==> src/rtl/bpsk_pkg.sv <==
// Shared BPSK receive/transmit definitions.
// - PACKET_SIZE_DEF : default packet width, also used by the UART transmitter.
// - cnt_width()     : bits needed to count 0..n inclusive.
// - bit_order_e     : packet bit order, mapped onto the LSB_FIRST parameter.
package bpsk_pkg;

  localparam int PACKET_SIZE_DEF = 8;

  function automatic int cnt_width(input int n);
    return $clog2(n + 1);
  endfunction

  typedef enum logic {
    BIT_ORDER_MSB = 1'b0,
    BIT_ORDER_LSB = 1'b1
  } bit_order_e;

endpackage

==> src/rtl/packet_assembler.sv <==
// Serial-bit packet assembler with double buffering.
// Collects demodulated bits into an assembly register. Each full word moves
// into a holding register and drains over a valid/ready handshake while the
// next word is being collected.
// Ports:
//   clk, reset_n   clock, asynchronous active-low reset
//   bit_valid      a demodulated bit is present this cycle
//   bit_data       the bit, qualified by bit_valid
//   clear          synchronous abort of the partial word, also clears overflow
//   packet         finished word, stable while packet_valid=1
//   packet_valid   holding register holds an unconsumed word
//   packet_ready   consumer accepts the word when packet_valid & packet_ready
//   fill_count     number of bits in the assembly register (0..PACKET_SIZE)
//   overflow       sticky: a bit was dropped because both registers were full
module packet_assembler
  import bpsk_pkg::*;
#(
  parameter int PACKET_SIZE = PACKET_SIZE_DEF,
  parameter bit LSB_FIRST   = 1'b1,
  parameter int CNT_W       = cnt_width(PACKET_SIZE)
) (
  input  logic                   clk,
  input  logic                   reset_n,
  input  logic                   bit_valid,
  input  logic                   bit_data,
  input  logic                   clear,
  output logic [PACKET_SIZE-1:0] packet,
  output logic                   packet_valid,
  input  logic                   packet_ready,
  output logic [CNT_W-1:0]       fill_count,
  output logic                   overflow
);

  localparam bit_order_e       ORDER = LSB_FIRST ? BIT_ORDER_LSB : BIT_ORDER_MSB;
  localparam logic [CNT_W-1:0] FULL  = CNT_W'(PACKET_SIZE);
  localparam logic [CNT_W-1:0] TOP   = CNT_W'(PACKET_SIZE - 1);

  logic [PACKET_SIZE-1:0] assembly, assembly_nxt;
  logic                   full, transfer, accept;
  logic [CNT_W-1:0]       slot, pos;

  assign full     = (fill_count == FULL);
  // A full assembly register empties into the holding register whenever the
  // holding register is empty or being drained on this same edge.
  assign transfer = ~clear & full & (~packet_valid | packet_ready);
  assign accept   = bit_valid & ~clear & (~full | transfer);

  // On a transfer edge the incoming bit starts the next word at slot 0.
  assign slot = transfer ? '0 : fill_count;
  assign pos  = (ORDER == BIT_ORDER_LSB) ? slot : TOP - slot;

  always_comb begin
    assembly_nxt = transfer ? '0 : assembly;
    for (int i = 0; i < PACKET_SIZE; i++)
      if (CNT_W'(i) == pos) assembly_nxt[i] = bit_data;
  end

  // Assembly register, fill counter, overflow flag.
  always_ff @(posedge clk or negedge reset_n) begin
    if (!reset_n) begin
      assembly   <= '0;
      fill_count <= '0;
      overflow   <= 1'b0;
    end else if (clear) begin
      assembly   <= '0;
      fill_count <= '0;
      overflow   <= 1'b0;
    end else begin
      if (accept) begin
        assembly   <= assembly_nxt;
        fill_count <= slot + CNT_W'(1);
      end else if (transfer) begin
        assembly   <= '0;
        fill_count <= '0;
      end
      // With clear excluded above, a rejected bit means both registers full.
      if (bit_valid && !accept) overflow <= 1'b1;
    end
  end

  // Holding register and output handshake; clear does not touch it.
  always_ff @(posedge clk or negedge reset_n) begin
    if (!reset_n) begin
      packet       <= '0;
      packet_valid <= 1'b0;
    end else if (transfer) begin
      packet       <= assembly;
      packet_valid <= 1'b1;
    end else if (packet_valid && packet_ready) begin
      packet_valid <= 1'b0;
    end
  end

endmodule

==> config.mk <==
export PLATFORM = sky130hd
export DESIGN_NAME = packet_assembler
export DESIGN_NICKNAME = d
export VERILOG_FILES = /design/src/rtl/bpsk_pkg.sv /design/src/rtl/packet_assembler.sv
export SDC_FILE = /design/constraint.sdc
export NUM_CORES = 1
export LEC_CHECK = 0
export CAP_MARGIN = 10
export CORE_UTILIZATION = 45
export DETAILED_ROUTE_END_ITERATION = 16
export PLACE_DENSITY = 0.75
export SYNTH_ARGS = -nofsm -noshare
export SYNTH_HDL_FRONTEND = slang
export SYNTH_SLANG_ARGS = --single-unit
==> constraint.sdc <==
create_clock -name clk -period 1.4 [get_ports clk]
set_clock_uncertainty 0.05 [all_clocks]
set_input_delay 0.21 -clock clk [delete_from_list [all_inputs] [get_ports clk]]
set_output_delay 0.21 -clock clk [all_outputs]
set_load 0.01 [all_outputs]
==> impl_metrics.tcl <==
set metrics [dict create \
    endpoint_kind "flop" \
    rsz0062_at_grt "yes" \
    worstPathRequired_ps 1570 \
    die_width_um 50.3 \
    globalRoute.totalOverflow 0 \
    hold_class "input port to async pin" \
    dr.pass1.iters 4 \
    portBuffers 19 \
    yosysTopAreaCell "dfrtp_1" \
    htree_num_levels 1 \
    drt-total-wl_mm 2.39 \
    areaGrowthSynthToFinish_pct 46.4 \
    first_global_vias 881 \
    synth_edf_count 0 \
    status "complete, but fails checks" \
    criticalPathCategory "flop to flop" \
    routabilityCongestion 0.831 \
    die-area_um2 2530 \
    ys_types 28 \
    ys_warn_count 0 \
    ys_ff_latch 22 \
    cts_buffers 3 \
    routed-via-count 901 \
    dp_slack_ps -377 \
    io_pins 20 \
    rows 17 \
    layout.nets 145 \
    min_period_ps 1560 \
    start_util_pct 47.5 \
    grtUsageTotal_pct 20.7 \
    drc 0 \
    dieHeight_um 50.3 \
    fin_ws_ps -161 \
    syn_nets 105 \
    syn_area_um2 1050 \
    synth_top_area_share_pct 52.4 \
    clock_latency_ps 310 \
    p_leak_nw 0.745 \
    syn_area_per_cell_um2 11.1 \
    grt_max_degree 23 \
    powerDensity_nw_per_um2 758 \
    path_clk_slew_ps 130 \
    vias_per_cell 5.56 \
    cap_viol_max_count 0 \
    place_hpwl_mm 1.68 \
    layout-drive-gt1-share_pct 42.5 \
    setup_viol 16 \
    cts_tree "done" \
    ir_drop_uv 502 \
    antenna_cells 0 \
    worstPathArrival_ps 1730 \
    root_buffer "clkbuf_4" \
    slew_violations 0 \
    period_share_pct 111 \
    synthTopCellsByArea "dfrtp_1 (52%), mux2_2 (8.6%), ha_1 (4.8%)" \
    relSlewSlack_pct 76.0 \
    timing.final.hold_violations 0 \
    synth-seq-area-share_pct 52.4 \
    ant_nets 0 \
    drtIter0Drc 12 \
    worstMarginPinSlew_ps 360 \
    max_freq_ghz 0.641 \
    fin_util_pct 69.6 \
    synth_ff_type "dfrtp_1" \
    clockBufferDepth 2 \
    cts_num_sinks 22 \
    cp_max_fo 3 \
    core_um2 2210 \
    grt_pass1_wl_mm 3.90 \
    worst_setup_path_start_kind "flop" \
    antenna_found_initial 0 \
    postSynthCellCount 95 \
    ys_async_sr_fraction_pct 100 \
    wire_per_inst_um 14.8 \
    violations "negative setup slack" \
]
-- metal layers --
| layer | GRT usage, % | wire length (um) |
|---|---|---|
| met5 | 0 | 0 |
| met4 | 9.26 | 36 |
| met3 | 3.33 | 100 |
| met2 | 35.6 | 1240 |
| met1 | 25.2 | 1020 |
-- cell families (layout without fill, tap and decap cells) --
| kind of cell | Yosys count | in the layout | synth area share (%) |
|---|---|---|---|
| AOI/OAI and AO/OA | 15 | 15 | 9.76 |
| adders and majority gates | 4 | 4 | 4.76 |
| buffers and inverters | 8 | 47 | 3.33 |
| DFF | 22 | 22 | 52.4 |
| muxes | 9 | 9 | 9.52 |
| and+or+nand+nor | 37 | 37 | 20.2 |
-- flip-flops by register name (all words and copies together) (netlist names) --
signal,cells
overflow,1
fill_count,4
packet,8
packet_valid,1
assembly,8
-- what timing repair did --
action / 4_1_cts / 5_1_grt
pin swaps: 4 / 9
buffers inserted: 3 / 3
gates resized for setup: 31 / 14
hold buffers: 0 / 0
setup endpoints to repair: 30 / 24
-- path summary, 6_finish.rpt --
check	from	end	slack, ps	depth (start not counted)
max	fill_count[0]$_DFF_PN0_	fill_count[0]$_DFF_PN0_	-160	5
min in group clk	packet[1]$_DFFE_PN0P_	packet[1]$_DFFE_PN0P_	470	1
min reg2reg	packet[1]$_DFFE_PN0P_	packet[1]$_DFFE_PN0P_	470	1
max reg2reg	fill_count[0]$_DFF_PN0_	fill_count[0]$_DFF_PN0_	-160	5
max in group asynchronous	reset_n	fill_count[3]$_DFF_PN0_	870	2
min	reset_n	assembly[4]$_DFF_PN0_	190	2
-- cell usage in the layout (no fill, tap or decap), types with 4 or more instances in the layout --
master / Yosys / layout
buf_6: 0 / 8
buf_4: 1 / 16
dfrtp_1: 22 / 18
nor2_1: 5 / 4
a21oi_1: 8 / 6
nand2_1: 11 / 11
a32o_1: 4 / 4
nand3_1: 9 / 8
dlygate4sd2_1: 0 / 10
dfrtp_2: 0 / 4
clkdlybuf4s50_1: 0 / 5
mux2_4: 0 / 6
-- power by group --
group	switching (mW)	leakage, nW	internal [mW]
clock	0.194	0.0210	0.159
combinational	0.0821	0.425	0.0777
sequential	0.00780	0.299	0.646
-- synth_stat cells (all sizes together) (2+ instances only) --
cell	number
nand3	9
nor2	5
ha	4
mux2	8
dfrtp	22
clkbuf	4
nand2	11
inv	2
buf	2
a32o	4
a21oi	8
-- through the flow --
step                cells  hold slack, ps  instance area, um2  setup TNS [ps]  total power [mW]
floorplan              95            -136                1100            -654             0.725
global placement      154             436                1430           -5380             0.804
detailed placement    154             447                1430           -6020             0.809
CTS                   161             196                1510           -1350              1.16
global route          162             220                1540           -3050              1.21
finish                162             188                1540           -1900              1.17
-- layout make-up --
class / instances / area [um2]
inverter: 2 / 7.51
tap: 28 / 35.0
multi-input combinational: 65 / 547
sequential: 22 / 556
clock buffer: 4 / 36.3
timing repair buffer: 41 / 358
fill: 179 / 673
-- critical path, stage by stage, from the launching register on --
cell,delay [ps]
dfrtp_2,450
or3b_4,420
nor3_4,240
buf_6,150
nand3b_1,100
a21oi_1,60
No activity file was read; power rests on OpenSTA's default activity.
==> variant, RTL diff (same settings) <==
Change the parameter `LSB_FIRST` from 1'b1 to 1'b0.
--- a/src/rtl/packet_assembler.sv
+++ b/src/rtl/packet_assembler.sv
@@ -17,5 +17,5 @@
 #(
   parameter int PACKET_SIZE = PACKET_SIZE_DEF,
-  parameter bit LSB_FIRST   = 1'b1,
+  parameter bit LSB_FIRST   = 1'b0,
   parameter int CNT_W       = cnt_width(PACKET_SIZE)
 ) (
Behaviour: not the same (Yosys sat finds a counterexample within 10 cycles, from zero or initial values and one cycle with reset_n low).
==> variant against the unedited design <==
The run still ends with negative setup slack left. Worst setup slack lost 0.011 ns. Cell count up 9.9%. Sequential share of layout area fell by 3.6 points. Maximum frequency down 0.73%. Area after synthesis increased by 6.8%. Cell area grew 11%. Critical path type unchanged. Wire length grew 38%. Power decreased by 2.2%. Sequential cell count unchanged.
==> variant: results <==
[run_status]
outcome = complete, but fails checks
violations = negative setup slack

[yosys]
yosys_warnings = 0
yosysSeqAreaShare_pct = 49.05
synth_area_leaders = dfrtp_1 49%, mux2_2 8.0%, o41ai_1 5.5%
synth.top_cells.by_count = 22 x dfrtp_1, 9 x inv_1, 9 x nor2_1
syn_nets = 110
ys_types = 33
synth.area.mux_share_pct = 8.027
ys.flop_type = dfrtp_1
synth_compound_area_share_pct = 11.93
async_flop_share_pct = 100.0
synth_xor_area_share_pct = 1.561
synth_fa_ha_area_share_pct = 0
syn_inst = 104

[worst_setup_path]
cp_max_fo = 8
r2r_cells = 5
slowest_delay_ns = 0.42
required_ns = 1.55
worst-setup-path-type = reg2reg
crit_family = flip-flops
cpMaxStageDelayCell = dfrtp_1
r2r-end = packet[7]$_DFFE_PN0P_
worstReg2RegStart = fill_count[0]$_DFF_PN0_

[detailed_routing]
drt_iter0_drc = 38
dr_wl_met3_um = 181
wl_met1_mm = 1.282
first_pass_iters = 5
wirelength_mm = 3.293
dr_wl_met2_mm = 1.710
viasPerCell = 6.034
top_layer = met4

[clock_tree]
cts.repair.resized = 35
postCtsSetupRepairBufs = 9
cts-root-buf = clkbuf_4
cts_buffers = 3

[global_routing]
met2_usage_pct = 50.64
grt_util_met1_pct = 26.90
track_usage_pct = 26.60
grt_max_degree = 23
grt_pass1_wl_mm = 5.092
first_global_vias = 1125
grtUsageMet3_pct = 3.509
antenna_found_initial = 0

[final_layout]
instances_no_fill = 178
reg.largest.list = assembly: 8 flops, packet: 8 flops, fill_count: 4 flops
nets = 158
drive_above_1_share_pct = 46.00

[pwr]
leakage_nw = 0.8526
irDropWorstVdd_uv = 590.1

[timing]
setup_ws_ns = -0.1720
setup_viol = 17
relSlewSlack_pct = 79.11
setup-tns-final_ns = -2.135

[placement]
placedCellCount = 166
dpl.hpwl_mm = 1.912
io_buffers = 19
globalplace.congestion = 0.8644

[min_path]
hp-class = in2async
==> variant: changes by cell type in the layout (fill, tap and decap cells not counted), sizes merged, moves of 3 or more <==
cell    unedited run  this run
buf               24        33
a21oi              8         1
inv                2         9
nand2             11         4
o41ai              0         7
a32o               4         0
ha                 4         0
nor2               5         9
and3               0         3
nand2b             1         4
==> variant: power breakdown <==
| group | switching [mW] | internal, mW | total [mW] | leakage (nW) |
|---|---|---|---|---|
| sequential | 0.00645 | 0.644 | 0.651 | 0.302 |
| combinational | 0.106 | 0.0927 | 0.198 | 0.537 |
| clock | 0.191 | 0.101 | 0.292 | 0.0138 |
| total | 0.303 | 0.838 | 1.14 | 0.853 |
==> variant: worst min-delay path by stage <==
stage                               start                      end
floorplan                         reset_n    assembly[0]$_DFF_PN0_
global placement    packet[0]$_DFFE_PN0P_    packet[0]$_DFFE_PN0P_
detailed placement  packet[5]$_DFFE_PN0P_    packet[5]$_DFFE_PN0P_
CTS                               reset_n  fill_count[2]$_DFF_PN0_
global route                      reset_n    packet[3]$_DFFE_PN0P_
finish                            reset_n    assembly[3]$_DFF_PN0_
==> variant: layout make-up <==
| type | count | area, um2 |
|---|---|---|
| sequential | 22 | 553.0 |
| clock buffer | 3 | 22.52 |
| tap | 28 | 35.03 |
| timing repair buffer | 52 | 439.2 |
| inverter | 9 | 33.78 |
| multi-input combinational | 64 | 620.6 |
| fill | 153 | 571.8 |
==> variant: through the flow <==
stage | setup WS [ns] | hold slack [ns] | cell area [um2]
finish | -0.1720 | 0.1790 | 1704
global route | -0.2325 | 0.2176 | 1704
CTS | -0.1501 | 0.1910 | 1645
detailed placement | -0.4953 | 0.4429 | 1526
global placement | -0.4223 | 0.4361 | 1526
floorplan | -0.1429 | -0.1356 | 1162
